## src/rtl/ca_engine_if.sv

```systemverilog
// Handshake and data bundle for the elementary cellular-automaton engine.
// The controller side drives run control and the seed; the engine drives cell state and status.
interface ca_engine_if #(
    parameter int unsigned CELLS = 128,
    parameter int unsigned GEN_W = 16
);
    logic [7:0]       rule_i;
    logic             wrap_i;
    logic [GEN_W-1:0] num_gens_i;
    logic             start_i;
    logic             abort_i;
    logic             seed_load_i;
    logic [CELLS-1:0] seed_i;
    logic [CELLS-1:0] ca_o;
    logic             gen_valid_o;
    logic             done_o;
    logic             busy_o;
    logic [GEN_W-1:0] gen_cnt_o;

    modport master (
        output rule_i, wrap_i, num_gens_i, start_i, abort_i, seed_load_i, seed_i,
        input  ca_o, gen_valid_o, done_o, busy_o, gen_cnt_o
    );

    modport slave (
        input  rule_i, wrap_i, num_gens_i, start_i, abort_i, seed_load_i, seed_i,
        output ca_o, gen_valid_o, done_o, busy_o, gen_cnt_o
    );
endinterface

```

## src/rtl/ca_engine.sv

```systemverilog
// 1-D elementary cellular-automaton engine. One cell is evaluated per clock into a shadow
// register; the full generation is then committed in a single cycle so ca_o is never mixed.
module ca_engine #(
    parameter int unsigned CELLS = 128,
    parameter int unsigned GEN_W = 16
) (
    input logic        clk,
    input logic        reset_n,
    ca_engine_if.slave bus
);
    localparam int unsigned IdxW = $clog2(CELLS);
    localparam int unsigned ExtW = $clog2(CELLS + 2);

    typedef enum logic [1:0] {StIdle, StScan, StCommit} state_e;

    state_e           state_q;
    logic [CELLS-1:0] ca_q;
    logic [CELLS-1:0] shadow_q;
    logic [IdxW-1:0]  idx_q;
    logic [GEN_W-1:0] remaining_q;
    logic [GEN_W-1:0] gen_cnt_q;
    logic [7:0]       rule_q;
    logic             wrap_q;
    logic             gen_valid_q;
    logic             done_q;
    logic             busy_q;

    logic [CELLS+1:0] ext;
    logic [2:0]       window;
    logic             cell_nxt;

    // Next value of the cell under scan; ext[j] holds c[j-1], so the ends carry the boundary.
    always_comb begin
        ext      = {wrap_q & ca_q[0], ca_q, wrap_q & ca_q[CELLS-1]};
        window   = ext[ExtW'(idx_q) +: 3];
        cell_nxt = rule_q[window];
    end

    // Run controller: seed load, start latch, per-cell scan, whole-generation commit, abort.
    always_ff @(posedge clk) begin
        if (!reset_n) begin
            state_q     <= StIdle;
            ca_q        <= CELLS'(1) << (CELLS / 2);
            idx_q       <= '0;
            remaining_q <= '0;
            gen_cnt_q   <= '0;
            rule_q      <= 8'd182;
            wrap_q      <= 1'b0;
            gen_valid_q <= 1'b0;
            done_q      <= 1'b0;
            busy_q      <= 1'b0;
        end else begin
            gen_valid_q <= 1'b0;
            done_q      <= 1'b0;
            unique case (state_q)
                StIdle: begin
                    if (bus.seed_load_i) begin
                        ca_q      <= bus.seed_i;
                        gen_cnt_q <= '0;
                    end else if (bus.start_i) begin
                        rule_q      <= bus.rule_i;
                        wrap_q      <= bus.wrap_i;
                        remaining_q <= bus.num_gens_i;
                        idx_q       <= '0;
                        if (bus.num_gens_i == '0) begin
                            done_q <= 1'b1;
                        end else begin
                            state_q <= StScan;
                            busy_q  <= 1'b1;
                        end
                    end
                end
                StScan: begin
                    if (bus.abort_i) begin
                        state_q <= StIdle;
                        busy_q  <= 1'b0;
                    end else begin
                        shadow_q[idx_q] <= cell_nxt;
                        if (idx_q == IdxW'(CELLS - 1)) begin
                            state_q <= StCommit;
                        end else begin
                            idx_q <= idx_q + IdxW'(1);
                        end
                    end
                end
                StCommit: begin
                    // Abort beats the commit: the shadow generation is simply dropped.
                    if (bus.abort_i) begin
                        state_q <= StIdle;
                        busy_q  <= 1'b0;
                    end else begin
                        ca_q        <= shadow_q;
                        gen_cnt_q   <= gen_cnt_q + GEN_W'(1);
                        remaining_q <= remaining_q - GEN_W'(1);
                        gen_valid_q <= 1'b1;
                        idx_q       <= '0;
                        if (remaining_q == GEN_W'(1)) begin
                            state_q <= StIdle;
                            busy_q  <= 1'b0;
                            done_q  <= 1'b1;
                        end else begin
                            state_q <= StScan;
                        end
                    end
                end
                default: begin
                    state_q <= StIdle;
                    busy_q  <= 1'b0;
                end
            endcase
        end
    end

    assign bus.ca_o        = ca_q;
    assign bus.gen_valid_o = gen_valid_q;
    assign bus.done_o      = done_q;
    assign bus.busy_o      = busy_q;
    assign bus.gen_cnt_o   = gen_cnt_q;
endmodule

```

## src/flat_wrapper.sv

```systemverilog
// flat-port wrapper written by rule: the top's interface ports become plain ports
module ca_engine_flat 
#(
    parameter int unsigned CELLS = 128,
    parameter int unsigned GEN_W = 16
)
  (clk, reset_n, bus_rule_i, bus_wrap_i, bus_num_gens_i, bus_start_i, bus_abort_i, bus_seed_load_i, bus_seed_i, bus_ca_o, bus_gen_valid_o, bus_done_o, bus_busy_o, bus_gen_cnt_o);
  ca_engine_if #(.CELLS(CELLS), .GEN_W(GEN_W)) bus_i ();
  input logic clk;
  input logic reset_n;
  input wire logic [$bits(bus_i.rule_i)-1:0] bus_rule_i;
  input wire logic [$bits(bus_i.wrap_i)-1:0] bus_wrap_i;
  input wire logic [$bits(bus_i.num_gens_i)-1:0] bus_num_gens_i;
  input wire logic [$bits(bus_i.start_i)-1:0] bus_start_i;
  input wire logic [$bits(bus_i.abort_i)-1:0] bus_abort_i;
  input wire logic [$bits(bus_i.seed_load_i)-1:0] bus_seed_load_i;
  input wire logic [$bits(bus_i.seed_i)-1:0] bus_seed_i;
  output wire logic [$bits(bus_i.ca_o)-1:0] bus_ca_o;
  output wire logic [$bits(bus_i.gen_valid_o)-1:0] bus_gen_valid_o;
  output wire logic [$bits(bus_i.done_o)-1:0] bus_done_o;
  output wire logic [$bits(bus_i.busy_o)-1:0] bus_busy_o;
  output wire logic [$bits(bus_i.gen_cnt_o)-1:0] bus_gen_cnt_o;
  assign bus_i.rule_i = bus_rule_i;
  assign bus_i.wrap_i = bus_wrap_i;
  assign bus_i.num_gens_i = bus_num_gens_i;
  assign bus_i.start_i = bus_start_i;
  assign bus_i.abort_i = bus_abort_i;
  assign bus_i.seed_load_i = bus_seed_load_i;
  assign bus_i.seed_i = bus_seed_i;
  assign bus_ca_o = bus_i.ca_o;
  assign bus_gen_valid_o = bus_i.gen_valid_o;
  assign bus_done_o = bus_i.done_o;
  assign bus_busy_o = bus_i.busy_o;
  assign bus_gen_cnt_o = bus_i.gen_cnt_o;
  ca_engine #(.CELLS(CELLS), .GEN_W(GEN_W)) u_core (.clk(clk), .reset_n(reset_n), .bus(bus_i));
endmodule
```

## config.mk

```make
export PLATFORM = sky130hd
export DESIGN_NAME = ca_engine_flat
export DESIGN_NICKNAME = d
export VERILOG_FILES = /design/src/rtl/ca_engine_if.sv /design/src/rtl/ca_engine.sv /design/src/flat_wrapper.sv
export SDC_FILE = /design/constraint.sdc
export NUM_CORES = 1
export LEC_CHECK = 0
export ABC_CLOCK_PERIOD_IN_PS = 5280
export CAP_MARGIN = 5
export CELL_PAD_IN_SITES_DETAIL_PLACEMENT = 1
export CELL_PAD_IN_SITES_GLOBAL_PLACEMENT = 1
export CORE_MARGIN = 2
export CORE_UTILIZATION = 40
export CTS_CLUSTER_SIZE = 14
export DETAILED_ROUTE_END_ITERATION = 8
export GPL_TIMING_DRIVEN = 0
export PLACE_DENSITY_LB_ADDON = 0.1
export SYNTH_ARGS = -nofsm -noshare
export SYNTH_HDL_FRONTEND = slang
export SYNTH_SLANG_ARGS = --single-unit
```

## constraint.sdc

```tcl
create_clock -name clk -period 5.28 [get_ports clk]
set_input_delay 0.528 -clock clk [delete_from_list [all_inputs] [get_ports clk]]
set_output_delay 0.528 -clock clk [all_outputs]
set_load 0.01 [all_outputs]
```

==> results.json, run 1 <==
{
  "synth_warnings": 0,
  "dr_total_vias": 15574,
  "post_cts_buffers": 0,
  "syn_to_final_growth_pct": 30.2,
  "wire_per_inst_um": 27.4,
  "timing.final.crit_period_ps": 5180,
  "irDropWorstVdd_mv": 0.224,
  "grt.total_usage_pct": 33.8,
  "grt_max_degree": 68,
  "pwr-share-seq_pct": 44.1,
  "first_global_vias": 15853,
  "htreeDepth": 2,
  "start_kind": "flip-flop",
  "comb_power_share_pct": 17.4,
  "drv_cap": 0,
  "yosysTopAreaCell": "edfxtp_1",
  "synthFlopType": "dfxtp_1",
  "p_int_w": 0.00465,
  "drc": 0,
  "root_buffer": "clkbuf_16",
  "ys_ff_latch": 309,
  "p_leak_nw": 7.19,
  "syn_avg_cell_area_um2": 9.46,
  "antenna_found_initial": 0,
  "drt-pass1-iter-count": 5,
  "reg2reg_slack_ps": 100,
  "clock-sinks": 309,
  "tightest_slew_ps": 1330,
  "dp.cells": 2528,
  "clock.fmax_ghz": 0.193,
  "drt_wl_total_um": 71000,
  "power_w": 0.00644,
  "finalMaxSlewViolations": 0,
  "ys_seq_area_share_pct": 46.4,
  "finalSetupViolCount": 0,
  "drtAntennaViolNets": 0,
  "start_util_pct": 40.5,
  "syn-num-nets": 1862,
  "clock_latency_ps": 550,
  "p_sw_w": 0.00178,
  "rows": 73,
  "status": "complete, no violations",
  "clockBufferDepth": 3,
  "die_height_um": 204,
  "yosys-top-cells-area": "edfxtp_1 24%, dfxtp_1 23%, nand2_1 7.8%",
  "nets": 2202,
  "drtIter0Drc": 1349,
  "synth_cell_types": 75,
  "viasPerCell": 6.01,
  "fp.coreArea_mm2": 0.0397,
  "p_per_area_mw_per_mm2": 307,
  "ios": 305,
  "syn_inst": 1700,
  "finalNonFillerCells": 2590,
  "crit_required_ps": 5620,
  "port_buffers": 302,
  "path_max_fanout": 67,
  "synth_area_mm2": 0.0161,
  "hold_buffers": 0,
  "fin_skew_ps": 19.6,
  "synth_common_cells": "332 x nand2_1, 330 x nor2_1, 181 x dfxtp_1",
  "cts_buffers": 36,
  "cts.clk_slew.worst_paths_ps": 60,
  "cp-end-kind": "flip-flop",
  "power.share.switching_pct": 27.7,
  "cts_resized": 0,
  "finalHoldViolations": 0,
  "ys_async_sr_fraction_pct": 0,
  "n_antenna_cell": 0,
  "cts_tree": "yes",
  "synth_most_common_cell": "nand2_1",
  "min_path_type": "reg -> reg",
  "post-dp-hpwl_um": 51500,
  "clockPowerShare_pct": 38.5,
  "die_width_um": 204,
  "place_congestion": 0.984,
  "slew_headroom_pct": 11.3,
  "post-route-period-util_pct": 98.0,
  "worst-setup-path-type": "reg -> reg",
  "die-area_mm2": 0.0418,
  "grt_overflow_total": 0,
  "grt_setup_unrepaired": "false",
  "drive_gt1_share_pct": 7.85,
  "synth_edf_count": 128,
  "grt_pass1_wl_um": 104000,
  "yosysTopAreaCellShare_pct": 23.9,
  "arrival_ps": 5520
}
-- worst max-delay path, stage by stage, from the launching register on --
cell and delay (ps):
dfxtp_1 360, buf_4 240, buf_4 280, buf_2 360, buf_2 450, clkbuf_1 750, a31oi_1 160, o211ai_1 290
a41oi_1 160, nor4_1 810, mux2_4 700, buf_16 320
-- cell families after synthesis --
kind of cell / count (synthesis) / share of synthesized area, %
xor+xnor: 17 / 0.926
simple gates: 799 / 20.7
mux: 116 / 12.8
fa+ha+maj: 4 / 0.311
compound gates: 296 / 14.0
buf+inv: 159 / 4.86
flops: 309 / 46.4
-- final timing paths --
path / depth (start not counted) / startpoint / to
min reg2reg: 2 / u_core.rule_q[3]$_SDFFE_PN0P_ / u_core.rule_q[3]$_SDFFE_PN0P_
min: 2 / u_core.rule_q[3]$_SDFFE_PN0P_ / u_core.rule_q[3]$_SDFFE_PN0P_
max reg2reg: 11 / u_core.idx_q[1]$_SDFFE_PN0P_ / u_core.shadow_q[83]$_DFFE_PP_
max: 11 / u_core.idx_q[1]$_SDFFE_PN0P_ / u_core.shadow_q[83]$_DFFE_PP_
-- routing by layer --
layer	part of all wire [%]	track usage, %	vias up
met2	46	54.4	689
met5	0	0	-
met1	43	46.4	7860
met3	7.3	4.94	116
li1	-	-	6909
met4	3.1	11.9	0
-- per-stage QoR --
step	cell area (um^2)	TNS, ps	util (%)	hold slack [ps]	setup WS (ps)
floorplan	16100	0	-	440	1590
detailed placement	19800	0	49.8	469	254
finish	20900	0	52.7	475	105
global placement	19800	-91630	49.7	453	-726
global route	20900	0	52.7	500	90.7
CTS	20900	0	52.7	466	206
-- final cells by class --
type	instances	area, um^2
clock inverters	14	124
plain buffers	148	741
flip-flops and latches	309	7470
fillers	4543	18800
repair buffers	303	3050
clock buffers	49	1030
inverters	10	37.5
multi-input cells	1232	7830
well taps	525	657
-- registers in the layout, summed over array words and instances (netlist names) --
register and count:
u_core.bus.gen_valid_o 1, u_core.wrap_q 1, u_core.bus.gen_cnt_o 16, u_core.shadow_q 128
u_core.rule_q 8, u_core.bus.ca_o 128, u_core.idx_q 7, u_core.state_q 2
u_core.bus.busy_o 1, u_core.remaining_q 16, u_core.bus.done_o 1
-- cells in the final DEF, fill, tap and decap left out, types with 6 or more instances in the layout --
cell	n
a311oi_1	127
a21oi_1	45
nor2b_1	12
dfxtp_1	181
buf_4	11
edfxtp_1	128
nand3_1	24
mux4_1	24
nand4_1	14
a21boi_0	6
clkinv_2	7
mux2_2	11
o221ai_1	7
mux2i_1	41
inv_1	8
xor2_1	12
a31oi_1	7
nor4_1	8
buf_2	18
nand2b_1	11
o21ai_0	34
clkbuf_16	37
a211oi_1	7
nand2_1	332
o22ai_1	14
clkdlybuf4s50_1	302
and2_1	6
clkbuf_8	6
buf_1	8
mux4_2	39
nor3_1	23
clkbuf_1	105
or3_1	11
nor2_1	330
o211ai_1	6
-- power by group through the flow --
stage          sequential [W]  combinational [W]  clock (W)
5_1_grt               0.00284            0.00119    0.00258
3_3_place_gp          0.00288            0.00106          0
6_report              0.00284            0.00112    0.00248
3_5_place_dp          0.00288            0.00110          0
2_1_floorplan         0.00284           0.000528          0
4_1_cts               0.00283            0.00111    0.00250
No activity file was read; power rests on OpenSTA's default activity.
==> inputs of run 2 (changes only) <==
--- a/config.mk
+++ b/config.mk
@@ -5,16 +5,17 @@
 export SDC_FILE = /design/constraint.sdc
 export NUM_CORES = 1
 export LEC_CHECK = 0
-export ABC_CLOCK_PERIOD_IN_PS = 5280
+export ABC_CLOCK_PERIOD_IN_PS = 4240
 export CAP_MARGIN = 5
 export CELL_PAD_IN_SITES_DETAIL_PLACEMENT = 1
 export CELL_PAD_IN_SITES_GLOBAL_PLACEMENT = 1
 export CORE_MARGIN = 2
-export CORE_UTILIZATION = 40
+export CORE_UTILIZATION = 36
 export CTS_CLUSTER_SIZE = 14
 export DETAILED_ROUTE_END_ITERATION = 8
 export GPL_TIMING_DRIVEN = 0
 export PLACE_DENSITY_LB_ADDON = 0.1
+export RECOVER_POWER = 100
 export SYNTH_ARGS = -nofsm -noshare
 export SYNTH_HDL_FRONTEND = slang
 export SYNTH_SLANG_ARGS = --single-unit
==> constraint.sdc (replaced) <==
create_clock -name clk -period 4.24 [get_ports clk]
set_input_delay 0.424 -clock clk [delete_from_list [all_inputs] [get_ports clk]]
set_output_delay 0.424 -clock clk [all_outputs]
set_load 0.01 [all_outputs]
==> run 2 against run 1 <==
Compared with the run above: wire length increased by 1.9%; largest power group unchanged; combinational power increased by 25%; maximum frequency increased by 23%.
==> results.json, run 2 (synthesis gave the netlist of run 1 again) <==
{
  "status": "complete, no violations",
  "reg2reg_to": "u_core.shadow_q[85]$_DFFE_PP_",
  "finalHoldViolations": 0,
  "syn_to_final_growth_pct": 31.4,
  "path_max_fanout": 65,
  "die_width_um": 215,
  "p_int_w": 0.00568,
  "clockPowerShare_pct": 38.1,
  "slew_headroom_pct": 11.2,
  "path_common_cell": "buf_4",
  "drive_gt1_share_pct": 8.37,
  "drt_wl_total_um": 72300,
  "wire_per_inst_um": 27.1,
  "grt_overflow_total": 0,
  "tightest_slew_ps": 1330,
  "final_cell_mix": "332 x nand2_1, 330 x nor2_1, 181 x dfxtp_1",
  "critPathSlowestCell": "mux2_4",
  "cts_buffers": 36,
  "htreeDepth": 2,
  "final_common_cell": "nand2_1",
  "finalMaxSlewViolations": 0,
  "hold_buffers": 0,
  "clock-sinks": 309,
  "pwr-share-seq_pct": 44.3,
  "rows": 77,
  "power.share.switching_pct": 28.6,
  "place_ws_ps": -808,
  "min_path_cells": 2,
  "place_congestion": 0.969,
  "die_height_um": 215,
  "start_util_pct": 36.4,
  "drc": 0,
  "start_kind": "flip-flop",
  "die-area_mm2": 0.0464,
  "arrival_ps": 4440,
  "layout_setup_ws_ps": 47.0,
  "nets": 2212,
  "clockBufferDepth": 3,
  "fp.coreArea_mm2": 0.0441,
  "slowest_delay_ps": 420,
  "path_buf_inv": 7,
  "port_buffers": 302,
  "drtAntennaViolNets": 0,
  "first_global_vias": 16251,
  "cts_tree": "yes",
  "top_layer": "met4",
  "hold_start": "bus_abort_i",
  "startpoint": "u_core.idx_q[1]$_SDFFE_PN0P_",
  "comb_power_share_pct": 17.6,
  "dr_total_vias": 15629,
  "routed-wl-met2_um": 33600,
  "n_antenna_cell": 0,
  "crit_family": "buffers and inverters",
  "ios": 305,
  "cp-end-kind": "flip-flop",
  "whs_ps": 329,
  "ff2ff_path_depth": 12,
  "finish.utilization_pct": 47.9,
  "path_cells": "buf_4 > buf_4 > buf_2 > clkbuf_4 > buf_2 > a31oi_1 > o211ai_1 > a41oi_1 > nor4_4 > buf_4 > mux2_4 > buf_12",
  "finalSetupViolCount": 0,
  "fin_skew_ps": 29.6,
  "place_area_mm2": 0.0199,
  "root_buffer": "clkbuf_16",
  "p_per_area_mw_per_mm2": 377,
  "viasPerCell": 5.85,
  "drt-met1-wl_um": 31400,
  "worst-setup-path-type": "reg -> reg",
  "antenna_found_initial": 0,
  "crit_required_ps": 4490,
  "p_leak_nw": 7.55,
  "drtIter0Drc": 1429,
  "min_path_type": "in -> reg",
  "post-dp-hpwl_um": 52700,
  "grt_pass1_wl_um": 107000,
  "post-route-period-util_pct": 98.9,
  "drv_cap": 0,
  "finalNonFillerCells": 2670,
  "reg2reg_slack_ps": 50,
  "clock.fmax_ghz": 0.238,
  "dr_wl_met3_um": 4980,
  "drt-pass1-iter-count": 5,
  "dp.cells": 2596,
  "grt_setup_unrepaired": "false",
  "r2r_start": "u_core.idx_q[1]$_SDFFE_PN0P_",
  "cts.clk_slew.worst_paths_ps": 60,
  "grt_max_degree": 66,
  "p_sw_w": 0.00228,
  "irDropWorstVdd_mv": 0.284,
  "grt.total_usage_pct": 30.8,
  "fin_area_mm2": 0.0211,
  "timing.final.crit_period_ps": 4190,
  "hold_end": "u_core.bus.gen_valid_o$_SDFF_PN0_",
  "clock_latency_ps": 570
}
## run 2: cell type report
class	count	area, um^2
fill	5080	23000
inverter	10	37.5
clock buffer	53	1020
timing repair buffer	310	3090
clock inverter	13	103
buffer	149	771
sequential	309	7470
tap	592	741
multi-input combinational	1234	7910
## run 2: metrics by stage
step           power (W)  setup TNS, ps
6_report         0.00796              0
2_1_floorplan    0.00420              0
3_5_place_dp     0.00497         -91790
3_3_place_gp     0.00492        -224090
5_1_grt          0.00820              0
4_1_cts          0.00802              0
## run 2: worst max path at each step
| stage | endpoint | cells after the start |
|---|---|---|
| 3_3_place_gp | u_core.shadow_q[65]$_DFFE_PP_ | 12 |
| 2_1_floorplan | u_core.shadow_q[0]$_DFFE_PP_ | 11 |
| 3_5_place_dp | u_core.shadow_q[66]$_DFFE_PP_ | 13 |
| 6_report | u_core.shadow_q[85]$_DFFE_PP_ | 12 |
| 4_1_cts | u_core.shadow_q[65]$_DFFE_PP_ | 13 |
| 5_1_grt | u_core.shadow_q[24]$_DFFE_PP_ | 12 |
## run 2: repair_timing
item	CTS	global route
setup endpoints to repair	164	98
gates resized for setup	12	15
pin swaps	3	0
setup buffers	6	0
cloned	2	0
endpoints found under the hold margin	0	0
## run 2: power by group through the flow
stage | clock [W] | combinational [W] | sequential [W]
2_1_floorplan | 0 | 0.000658 | 0.00354
3_3_place_gp | 0 | 0.00132 | 0.00360
3_5_place_dp | 0 | 0.00137 | 0.00359
4_1_cts | 0.00306 | 0.00143 | 0.00353
5_1_grt | 0.00316 | 0.00149 | 0.00354
6_report | 0.00303 | 0.00140 | 0.00353
## run 2: layer usage
metal,vias to the layer above,track usage (%)
li1,6921,-
met1,7907,41.5
met2,675,50.2
met3,126,5.45
met4,0,10.0
met5,-,0
==> inputs of run 3 (changes only) <==
--- a/config.mk
+++ b/config.mk
@@ -10,7 +10,8 @@
 export CELL_PAD_IN_SITES_DETAIL_PLACEMENT = 1
 export CELL_PAD_IN_SITES_GLOBAL_PLACEMENT = 1
 export CORE_MARGIN = 2
-export CORE_UTILIZATION = 36
+export CORE_UTILIZATION = 37
+export CTS_BUF_LIST = sky130_fd_sc_hd__clkbuf_4 sky130_fd_sc_hd__clkbuf_8
 export CTS_CLUSTER_SIZE = 14
 export DETAILED_ROUTE_END_ITERATION = 8
 export GPL_TIMING_DRIVEN = 0
==> run 3 against run 2 <==
Compared with the run above: register-to-register slack got worse by 20 ps; maximum frequency fell by 0.57%; clock power fell by 5%; via count rose by 1.6%; count of clock-buffer cells in the layout rose by 27; global-route usage rose by 0.96 points; sequential cell count did not move; wire length fell by 0.32%; first-iteration DRC count rose by 5.0%; sequential power barely moved; clock skew rose by 8.8 ps; die area fell by 2.7%; critical path type unchanged; highest routed layer unchanged.
==> results.json, run 3 (synthesis gave the netlist of run 1 again) <==
{
  "critPathSlowestCell": "mux2_4",
  "path_buf_inv": 9,
  "drc": 0,
  "slew_headroom_pct": 12.8,
  "cp-end-kind": "flip-flop",
  "die-area_mm2": 0.0451,
  "irDropWorstVdd_mv": 0.201,
  "startpoint": "u_core.idx_q[0]$_SDFFE_PN0P_",
  "worst-setup-path-type": "reg -> reg",
  "first_global_vias": 16261,
  "final_cell_mix": "332 x nand2_1, 330 x nor2_1, 181 x dfxtp_1",
  "path_common_cell": "buf_12",
  "hold_start": "bus_abort_i",
  "place_congestion": 0.975,
  "syn_to_final_growth_pct": 31.4,
  "antenna_found_initial": 2,
  "start_util_pct": 37.4,
  "drive_gt1_share_pct": 10.1,
  "post-dp-hpwl_um": 52200,
  "fp.coreArea_mm2": 0.0430,
  "ff2ff_path_depth": 15,
  "path_max_fanout": 70,
  "grt_overflow_total": 0,
  "tightest_slew_ps": 1310,
  "cts_tree": "yes",
  "port_buffers": 302,
  "nets": 2229,
  "layout_setup_ws_ps": 22.9,
  "viasPerCell": 5.89,
  "fin_skew_ps": 38.5,
  "final_common_cell": "nand2_1",
  "crit_family": "buffers and inverters",
  "grt_max_degree": 71,
  "rows": 76,
  "slowest_delay_ps": 420,
  "r2r_start": "u_core.idx_q[0]$_SDFFE_PN0P_",
  "finalMaxSlewViolations": 0,
  "ios": 305,
  "finalNonFillerCells": 2696,
  "place_ws_ps": -792,
  "timing.final.crit_period_ps": 4220,
  "min_path_type": "in -> reg",
  "power.share.switching_pct": 29.0,
  "finish.utilization_pct": 49.1,
  "wire_per_inst_um": 26.7,
  "cp.depth": 15,
  "die_height_um": 212,
  "clock.fmax_ghz": 0.237,
  "grt_pass1_wl_um": 106000,
  "drtAntennaViolNets": 0,
  "p_sw_w": 0.00227,
  "drtIter0Drc": 1500,
  "crit_required_ps": 4560,
  "p_leak_nw": 7.61,
  "dr_total_vias": 15874,
  "cts.clk_slew.worst_paths_ps": 60,
  "clock_latency_ps": 650,
  "grt.total_usage_pct": 31.8,
  "status": "complete, no violations",
  "clockBufferDepth": 3,
  "die_width_um": 212,
  "comb_power_share_pct": 18.0,
  "clock-sinks": 309,
  "grt_setup_unrepaired": "false",
  "hold_buffers": 0,
  "fin_area_mm2": 0.0211,
  "finalSetupViolCount": 0,
  "dp.cells": 2588,
  "htreeDepth": 2,
  "min_path_cells": 2,
  "post-route-period-util_pct": 99.5,
  "n_antenna_cell": 0,
  "clockPowerShare_pct": 36.8,
  "cts_buffers": 53,
  "pwr-share-seq_pct": 45.2,
  "finalHoldViolations": 0,
  "drv_cap": 0,
  "root_buffer": "clkbuf_8",
  "p_int_w": 0.00554,
  "arrival_ps": 4540,
  "path_cells": "buf_6 > buf_12 > buf_12 > buf_12 > buf_8 > buf_2 > clkbuf_4 > o311a_1 > a21oi_1 > a21oi_1 > o22ai_1 > nor4_4 > buf_4 > mux2_4 > buf_12",
  "p_per_area_mw_per_mm2": 370,
  "drt-pass1-iter-count": 5,
  "place_area_mm2": 0.0199,
  "fillCellCount": 4950,
  "drt_wl_total_um": 72100,
  "start_kind": "flip-flop",
  "whs_ps": 263
}
run 3: cell count changes in the layout (fill, tap and decap cells not counted), moves of 2 or more:
cell,delta
clkbuf_16,-37
clkbuf_1,-14
clkbuf_8,+57
clkinvlp_4,-2
clkinv_2,+2
clkbuf_4,+21
clkinv_1,+7
run 3: timing repair:
action	CTS	global route
pin swaps	3	0
setup buffers	6	0
hold endpoints to repair	0	0
gates cloned	2	0
resized for setup	12	15
endpoints found under the setup margin	178	100
run 3: metal layers:
layer  vias up  share of wire (%)  GRT usage, %
met5         -                  0             0
met4         0                3.7          12.0
met3       150                7.1          3.99
met2       733                 46          50.8
met1      8021                 43          44.0
li1       6970                  -             -
run 3: power by group through the flow:
| stage | sequential (W) | combinational, W | clock, W |
|---|---|---|---|
| 2_1_floorplan | 0.00354 | 0.000658 | 0 |
| 3_3_place_gp | 0.00360 | 0.00133 | 0 |
| 3_5_place_dp | 0.00359 | 0.00138 | 0 |
| 4_1_cts | 0.00353 | 0.00143 | 0.00292 |
| 5_1_grt | 0.00354 | 0.00149 | 0.00304 |
| 6_report | 0.00353 | 0.00141 | 0.00287 |
run 3: cell type report:
class,count,area (um^2),share of cell area (%)
clock buffer,80,976,4.62
timing repair buffer,310,3100,14.7
multi-input combinational,1234,7900,37.4
inverter,10,37.5,0.178
sequential,309,7470,35.3
buffer,149,772,3.65
clock inverter,19,136,0.646
tap,585,732,3.47
run 3: path summary, 6_finish.rpt:
| path | endpoint | slack (ps) |
|---|---|---|
| worst max-delay path | u_core.shadow_q[68]$_DFFE_PP_ | 20 |
| worst min-delay path | u_core.bus.gen_valid_o$_SDFF_PN0_ | 260 |
| worst max register to register | u_core.shadow_q[68]$_DFFE_PP_ | 20 |
| worst min register to register | u_core.rule_q[5]$_SDFFE_PN1P_ | 470 |
run 3: per-stage QoR:
stage	setup TNS (ps)	power, W
floorplan	0	0.00420
global placement	-235890	0.00493
detailed placement	-89030	0.00497
CTS	0	0.00787
global route	0	0.00807
finish	0	0.00781
